--- src/rtl/interrupt_ctrl_if.sv ---
// Signal bundle between interrupt_ctrl (slave) and the CPU/peripheral side (master).
interface interrupt_ctrl_if #(
  parameter int unsigned NUM_IRQ = 4
);
  logic [NUM_IRQ-1:0] irq_in;
  logic               global_en;
  logic               irq_req;
  logic               irq_ack;
  logic [15:0]        vector;
  logic [7:0]         io_addr;
  logic [7:0]         io_wdata;
  logic               io_wen;
  logic               io_ren;
  logic [7:0]         io_rdata;

  modport master (
    output irq_in, global_en, irq_ack, io_addr, io_wdata, io_wen, io_ren,
    input  irq_req, vector, io_rdata
  );

  modport slave (
    input  irq_in, global_en, irq_ack, io_addr, io_wdata, io_wen, io_ren,
    output irq_req, vector, io_rdata
  );
endinterface

--- src/rtl/interrupt_ctrl.sv ---
// Interrupt controller: edge-latched requests, lowest-index priority, I/O-mapped PEND/MASK/STAT.
// Define INTCTRL_SYNC_EN to pass irq_in through a two-flop synchroniser first.
module interrupt_ctrl #(
  parameter int unsigned NUM_IRQ       = 4,
  parameter logic [15:0] VECTOR_BASE   = 16'h0004,
  parameter int unsigned VECTOR_STRIDE = 4,
  parameter logic [7:0]  IO_BASE       = 8'hF0
) (
  input  logic            clk,
  input  logic            rst,
  interrupt_ctrl_if.slave bus
);
  localparam int unsigned ID_W      = 3;
  localparam logic [7:0]  ADDR_PEND = IO_BASE;
  localparam logic [7:0]  ADDR_MASK = IO_BASE + 8'd1;
  localparam logic [7:0]  ADDR_STAT = IO_BASE + 8'd2;

  typedef enum logic [1:0] {
    IDLE    = 2'b00,
    REQ     = 2'b01,
    SERVICE = 2'b10
  } stateT;

  stateT state, stateNext;

  logic [NUM_IRQ-1:0] irqIn, irqSample, irqPrev, pend, mask;
  logic [NUM_IRQ-1:0] pendSet, pendClrSw, pendKeep, pendMasked, reqOh, pendNext;
  logic [ID_W-1:0]    winId, reqId, reqIdNext, isrId, isrIdNext;
  logic               ackTaken, wrPend, wrMask, wrStat;
  logic               irqReqQ, irqReqNext;
  logic [15:0]        vectorQ, vectorNext;
  logic [7:0]         rdataQ, rdataNext;

`ifdef INTCTRL_SYNC_EN
  logic [NUM_IRQ-1:0] syncMeta, syncOut;

  always_ff @(posedge clk) begin
    if (rst) begin
      syncMeta <= '0;
      syncOut  <= '0;
    end else begin
      syncMeta <= bus.irq_in;
      syncOut  <= syncMeta;
    end
  end

  assign irqIn = syncOut;
`else
  assign irqIn = bus.irq_in;
`endif

  assign wrPend = bus.io_wen && (bus.io_addr == ADDR_PEND);
  assign wrMask = bus.io_wen && (bus.io_addr == ADDR_MASK);
  assign wrStat = bus.io_wen && (bus.io_addr == ADDR_STAT);

  // A new edge always wins over a same-cycle software or ack clear.
  assign pendSet    = irqSample & ~irqPrev;
  assign pendClrSw  = wrPend ? NUM_IRQ'(bus.io_wdata) : '0;
  assign pendKeep   = (pend & ~pendClrSw) | pendSet;
  assign pendMasked = pend & mask;
  assign reqOh      = NUM_IRQ'(1) << reqId;
  assign pendNext   = (pend & ~(pendClrSw | (ackTaken ? reqOh : '0))) | pendSet;

  // Lowest pending-and-enabled index wins.
  always_comb begin
    winId = '0;
    for (int i = int'(NUM_IRQ) - 1; i >= 0; i--) begin
      if (pendMasked[i]) winId = ID_W'(i);
    end
  end

  always_ff @(posedge clk) begin
    if (rst) state <= IDLE;
    else     state <= stateNext;
  end

  always_comb begin
    stateNext = state;
    reqIdNext = reqId;
    isrIdNext = isrId;
    ackTaken  = 1'b0;
    rdataNext = rdataQ;

    unique case (state)
      IDLE: begin
        if (bus.global_en && (|pendMasked)) begin
          stateNext = REQ;
          reqIdNext = winId;
        end
      end
      REQ: begin
        // Mask changes do not cancel; only losing the pend bit or global_en does.
        if (bus.irq_ack) begin
          stateNext = SERVICE;
          isrIdNext = reqId;
          ackTaken  = 1'b1;
        end else if (!bus.global_en || !(|(pendKeep & reqOh))) begin
          stateNext = IDLE;
        end
      end
      SERVICE: begin
        if (wrStat) stateNext = IDLE;
      end
      default: stateNext = IDLE;
    endcase

    irqReqNext = (stateNext == REQ);
    vectorNext = VECTOR_BASE + 16'(reqIdNext) * 16'(VECTOR_STRIDE);

    if (bus.io_ren) begin
      if (bus.io_addr == ADDR_PEND)      rdataNext = 8'(pend);
      else if (bus.io_addr == ADDR_MASK) rdataNext = 8'(mask);
      else if (bus.io_addr == ADDR_STAT) rdataNext = {state, 3'b000, isrId};
    end
  end

  always_ff @(posedge clk) begin
    if (rst) begin
      irqSample <= '0;
      irqPrev   <= '0;
      pend      <= '0;
      mask      <= '0;
      reqId     <= '0;
      isrId     <= '0;
      irqReqQ   <= 1'b0;
      vectorQ   <= VECTOR_BASE;
      rdataQ    <= '0;
    end else begin
      irqSample <= irqIn;
      irqPrev   <= irqSample;
      pend      <= pendNext;
      if (wrMask) mask <= NUM_IRQ'(bus.io_wdata);
      reqId     <= reqIdNext;
      isrId     <= isrIdNext;
      irqReqQ   <= irqReqNext;
      vectorQ   <= vectorNext;
      rdataQ    <= rdataNext;
    end
  end

  assign bus.irq_req  = irqReqQ;
  assign bus.vector   = vectorQ;
  assign bus.io_rdata = rdataQ;
endmodule

--- src/flat_wrapper.sv ---
// flat-port wrapper written by rule: the top's interface ports become plain ports
module interrupt_ctrl_flat 
#(
  parameter int unsigned NUM_IRQ       = 4,
  parameter logic [15:0] VECTOR_BASE   = 16'h0004,
  parameter int unsigned VECTOR_STRIDE = 4,
  parameter logic [7:0]  IO_BASE       = 8'hF0
)
  (clk, rst, bus_irq_in, bus_global_en, bus_irq_ack, bus_io_addr, bus_io_wdata, bus_io_wen, bus_io_ren, bus_irq_req, bus_vector, bus_io_rdata);
  interrupt_ctrl_if #(.NUM_IRQ(NUM_IRQ)) bus_i ();
  input  logic clk;
  input  logic rst;
  input wire logic [$bits(bus_i.irq_in)-1:0] bus_irq_in;
  input wire logic [$bits(bus_i.global_en)-1:0] bus_global_en;
  input wire logic [$bits(bus_i.irq_ack)-1:0] bus_irq_ack;
  input wire logic [$bits(bus_i.io_addr)-1:0] bus_io_addr;
  input wire logic [$bits(bus_i.io_wdata)-1:0] bus_io_wdata;
  input wire logic [$bits(bus_i.io_wen)-1:0] bus_io_wen;
  input wire logic [$bits(bus_i.io_ren)-1:0] bus_io_ren;
  output wire logic [$bits(bus_i.irq_req)-1:0] bus_irq_req;
  output wire logic [$bits(bus_i.vector)-1:0] bus_vector;
  output wire logic [$bits(bus_i.io_rdata)-1:0] bus_io_rdata;
  assign bus_i.irq_in = bus_irq_in;
  assign bus_i.global_en = bus_global_en;
  assign bus_i.irq_ack = bus_irq_ack;
  assign bus_i.io_addr = bus_io_addr;
  assign bus_i.io_wdata = bus_io_wdata;
  assign bus_i.io_wen = bus_io_wen;
  assign bus_i.io_ren = bus_io_ren;
  assign bus_irq_req = bus_i.irq_req;
  assign bus_vector = bus_i.vector;
  assign bus_io_rdata = bus_i.io_rdata;
  interrupt_ctrl #(.NUM_IRQ(NUM_IRQ), .VECTOR_BASE(VECTOR_BASE), .VECTOR_STRIDE(VECTOR_STRIDE), .IO_BASE(IO_BASE)) u_core (.clk(clk), .rst(rst), .bus(bus_i));
endmodule
--- config.mk ---
export PLATFORM = sky130hd
export DESIGN_NAME = interrupt_ctrl_flat
export DESIGN_NICKNAME = d
export VERILOG_FILES = /design/src/rtl/interrupt_ctrl_if.sv /design/src/rtl/interrupt_ctrl.sv /design/src/flat_wrapper.sv
export SDC_FILE = /design/constraint.sdc
export NUM_CORES = 1
export LEC_CHECK = 0
export CORE_AREA = 3 3 64 66
export CTS_BUF_LIST = sky130_fd_sc_hd__clkbuf_8
export CTS_CLUSTER_SIZE = 12
export DETAILED_ROUTE_END_ITERATION = 10
export DIE_AREA = 0 0 67 69
export MAX_ROUTING_LAYER = met4
export PLACE_DENSITY = 0.79
export SLEW_MARGIN = 20
export SYNTH_ARGS = -nofsm -noshare
export SYNTH_HDL_FRONTEND = slang
export SYNTH_SLANG_ARGS = --single-unit
--- constraint.sdc ---
create_clock -name clk -period 2.25 [get_ports clk]
set_clock_uncertainty 0.1 [all_clocks]
set_input_delay 0.5625 -clock clk [delete_from_list [all_inputs] [get_ports clk]]
set_output_delay 0.5625 -clock clk [all_outputs]
set_load 0.05 [all_outputs]
After elaboration in Yosys (flattened, before gate mapping)
Cells that the tools add are included.
{ "totals": {"output_inout_bits": 25, "reg_bits": 49, "word_cells": 60, "in_bits": 26} }
{ "op_classes": {"n_eq_ne": 6, "n_bitwise": 11, "reduce_logical": 13, "n_mux": 18, "shift": 1, "n_addsub": 1} }
{ "op_table": {"columns": ["cell", "count"], "rows": [
  ["8-bit equality test (second input constant)", 3],
  ["8-bit two-way mux", 3],
  ["4-bit bitwise AND", 5],
  ["2-bit two-way mux", 8],
  ["4-bit inverter", 3],
  ["4-bit OR", 3],
  ["4-bit two-way mux", 2],
  ["4-bit OR reduction", 2],
  ["3-bit by 5-bit adder with 6-bit output (first input constant)", 1],
  ["3-bit two-way mux", 2],
  ["2-bit case mux with 3 select lines", 1],
  ["2-bit by 1-bit equality test with 1-bit output (second input constant)", 2],
  ["1-bit logical AND", 4],
  ["2-bit AND reduction", 2],
  ["1-bit by 3-bit << shifter with 4-bit output (first input constant)", 1],
  ["3-bit nonzero test", 1],
  ["2-bit equality test (second input constant)", 1],
  ["1-bit zero test", 2],
  ["2-bit zero test", 1],
  ["1-bit two-way mux", 2],
  ["1-bit logical OR", 1]
]} }

Longest topological paths before layout
{ "logic_depth": {"word_depth": 14, "depth_mapped": 7, "mapped_depth_nobuf": 7} }

Least setup slack after synthesis
No wires, ideal clock.
{ "synth_timing": {"kind": "in2reg", "startpoint": "in bus_global_en", "endpoint": "reg u_core.vectorQ[3], in the netlist u_core.bus.vector[3]", "arrival_time_ns": 1.641, "setup_ns": 0.127, "path_stages": 6, "setup_slack_ns": 0.382, "required_time_ns": 2.023, "n_path_buf": 0, "cell_sequence": "or3b_4 a21oi_4 nand3_1 o21ai_2 ha_1 nor2b_1"} }
{ "synth_via": {"elab_chain_cells": 4} }
{ "synth_lines": {"columns": ["item", "line", "text"], "rows": [
  ["from (decl)", "flat_wrapper.sv:14", "input wire logic [$bits(bus_i.global_en)-1:0] bus_global_en;"],
  ["1-bit logical AND", "interrupt_ctrl.sv:86", "if (bus.global_en && (|pendMasked)) begin"],
  ["3-bit two-way mux", "interrupt_ctrl.sv:86", null],
  ["3-bit two-way mux", "interrupt_ctrl.sv:84", "unique case (state)"],
  ["named net u_core.reqIdNext[0]", "interrupt_ctrl.sv:28", "logic [ID_W-1:0] winId, reqId, reqIdNext, isrId, isrIdNext;"],
  ["3-bit by 5-bit adder with 6-bit output", "interrupt_ctrl.sv:108", "vectorNext = VECTOR_BASE + 16'(reqIdNext) * 16'(VECTOR_STRIDE);"],
  ["named net u_core.vectorNext[3]", "interrupt_ctrl.sv:31", "logic [15:0] vectorQ, vectorNext;"],
  ["to (signal assigned)", "interrupt_ctrl.sv:136", "vectorQ <= vectorNext;"],
  ["to (decl)", "interrupt_ctrl.sv:31", null]
]} }
The timed path passes the listed nets, and every way through them passes these cells.
A chain may end at the register's enable or synchronous reset.

Final worst setup path
{ "layout_timing": {"startpoint": "in bus_global_en", "endpoint": "reg u_core.vectorQ[4], in the netlist u_core.bus.vector[4]"} }
{ "layout_via": {"elab_chain_cells": 4} }
{ "layout_lines": {"columns": ["item", "line"], "rows": [
  ["1-bit logical AND", "interrupt_ctrl.sv:86"],
  ["3-bit two-way mux", "interrupt_ctrl.sv:86"],
  ["3-bit two-way mux", "interrupt_ctrl.sv:84"],
  ["named net u_core.reqIdNext[0]", "interrupt_ctrl.sv:28"],
  ["3-bit by 5-bit adder with 6-bit output", "interrupt_ctrl.sv:108"]
]} }
The timed path passes the listed nets, and every way through them passes these cells.

==> impl_metrics.toml <==
[floorplan]
die_h_um = 69
die_area_um2 = 4620
core_area_um2 = 3630
floorplan.initialDensity_pct = 46.5
rows = 22
ios = 51
die_x_um = 67

[clock_network]
cts_sinks = 35
cts_tree = "done"
clock_path_buffers = 2
postCtsSetupBuffers = 0
htree_levels = 2
ctsResizeCount = 0
clk_pin_slew_ps = 70
cts_hold_buf = 0
root_buffer = "clkbuf_8"
cts-buffers-inserted = 5
clk_latency_ps = 290

[place]
post_dp_cell_area_um2 = 2020
portBuffers = 32
dpl_worst_slack_ps = -161
hpwl_mm = 2.60
globalplace.congestion = 0.909
dp.cells = 261

[sta]
setup_slack_ps = 111
fmax_ghz = 0.468
slew-limit-headroom_pct = 66.9
grt_setup_unrepaired = "no"
worstMarginPinSlew_ps = 495
holdWs_ps = 343
setup_violations = 0
layout_min_cycle_time_ps = 2140
drv_slew = 0
hold_violations = 0
fin_crit_sh_pct = 95.1

[global_route]
grt_max_degree = 34
grt_pass1_vias = 1305
grtUsageTotal_pct = 16.7
overflow = 0
grt_pass1_wl_mm = 5.76
antenna_found_initial = 0

[layout]
drive_gt1_share_pct = 11.8
areaGrowthSynthToFinish_pct = 24.9
final_net_count = 247
final_area_um2 = 2110
n_antenna_cell = 0
stdcell_count = 268

[setup_path]
path_max_fanout = 4
startpoint_type = "primary input"
critPathSlowestCell = "clkdlybuf4s50_1"
worstSetupEndpointType = "register"
crit_type = "in2reg"
worst_path_largest_cell_delay_ps = 480
cp.required_ps = 2310
cp.arrival_ps = 2200
crit_path_cell_trace = "clkdlybuf4s50_1 > or3b_4 > a21oi_4 > nand3_1 > o21ai_2 > ha_1 > xor2_1 > nor2_1"

[logic_synthesis]
ys_seq_area_share_pct = 41.5
synth-async-reset-ratio_pct = 0
synth_top_area_share_pct = 41.5
synth_area_leaders = "dfxtp_1, buf_4, mux2i_1, nor2_1, nor2b_1"
avgSynthCellArea_um2 = 9.24
synth_top_area_cell = "dfxtp_1"
synthesis.area_um2 = 1690
synth-seq-cells = 35
postSynthCellCount = 183
synth_ff_type = "dfxtp_1"
synth_edf_count = 0
yosys_warnings = 0
synth.distinct_cells = 49

[routing]
avgRoutedWirePerCell_um = 13.2
drt_iter0_drc = 77
drtAntennaViolNets = 0
vias = 1360
dr.pass1.iters = 4
drcViolationCount = 0
vias_per_cell = 5.07
drt-total-wl_mm = 3.53

[power]
leakage_nw = 0.821
powerDensity_nw_per_um2 = 587
ir_drop_mv = 0.539
p_total_w = 0.00124

[min_path]
hp-class = "reg2reg"

[run_status]
status = "finished clean"

[job]
maxCapViolCount = 0
-- report_power, final --
group,internal [W],switching [W]
registers,0.000631,0.00000907
logic,0.0000569,0.0000931
clock network,0.000240,0.000210
total,0.000928,0.000312
-- through the flow --
step	util [%]	TNS, ps
final	58.1	0
after global routing	58.1	0
after CTS	58.1	0
after detailed placement	55.7	-531
after global placement	55.7	-343
after floorplan	-	0
-- cells by family (layout without fill, tap and decap cells) --
group,after synthesis,after routing,share of synthesized area [%]
XOR/XNOR,1,1,0.518
other,1,14,0.222
buffers and inverters,27,51,10.3
AND/OR/NAND/NOR,71,71,24.3
flip-flops,35,35,41.5
AO/OA/AOI/OAI,37,37,16.6
multiplexers,10,10,5.92
adder cells (fa/ha/maj),1,1,0.740
-- sequential cells by signal, indices dropped and copies added (netlist names) --
register             flops
u_core.irqPrev           4
u_core.bus.io_rdata      6
u_core.bus.vector        4
u_core.pend              4
u_core.mask              4
u_core.state             2
u_core.reqId             3
u_core.isrId             3
u_core.bus.irq_req       1
u_core.irqSample         4
-- final timing paths --
check	startpoint	cells after the start	slack (ps)	to
max reg2reg	u_core.state[0]	7	450	u_core.bus.vector[4]
min reg2reg	u_core.irqSample[0]	2	340	u_core.irqPrev[0]
min	u_core.irqSample[0]	2	340	u_core.irqPrev[0]
max	bus_global_en	8	110	u_core.bus.vector[4]
-- cells in the mapped netlist (2+ instances only) --
cell type and count:
and3_1 2, nand2_1 11, and2b_1 3, nor2b_1 11
a21oi_1 12, a32o_1 2, a211o_1 3, nor3b_1 2
nor2_1 24, buf_4 16, a22oi_1 3, nor3_1 2
a221o_1 2, clkbuf_1 3, dfxtp_1 35, o41ai_1 3
mux2i_1 10, inv_1 2, nand2b_1 3, buf_2 4
nand3b_1 2
-- worst max-delay path: cells and delay by family --
kind | cells | cell delay, ps
and+or+nand+nor | 3 | 570
adders and majority gates | 1 | 180
xor gates and xnor gates | 1 | 140
AOI/OAI and AO/OA | 2 | 260
buffers and inverters | 1 | 480
-- layer usage --
metal	vias up	global-route usage (%)	wire length [µm]	part of all wire [%]
li1	681	-	-	-
met3	8	5.86	269	7.6
met5	-	-	0	0
met1	616	19.3	1540	44
met4	0	7.66	73	2.1
met2	55	25.4	1650	47
-- area by class of cell --
class | instances | area [µm²]
Fill cell | 322 | 1520
Multi-Input combinational cell | 134 | 865
Sequential cell | 35 | 701
Timing Repair Buffer | 41 | 388
Clock buffer | 6 | 82.6
Tap cell | 48 | 60.1
Inverter | 3 | 11.3
Clock inverter | 1 | 5.00
-- cell usage in the layout (no fill, tap or decap), types with 2 or more instances in the layout --
master and n:
dfxtp_1 35, clkdlybuf4s50_1 32, nor2_1 24, conb_1 14, a21oi_1 12, nand2_1 11
nor2b_1 11, mux2i_1 10, buf_4 9, clkbuf_8 6, a22oi_1 3, and2b_1 3
nand2b_1 3, a211o_1 3, o41ai_1 3, a32o_1 2, nor3_1 2, and3_1 2
nor3b_1 2, nand3b_1 2, inv_1 2, a221o_1 2
Note: power is estimated with default switching activity, not from simulation.
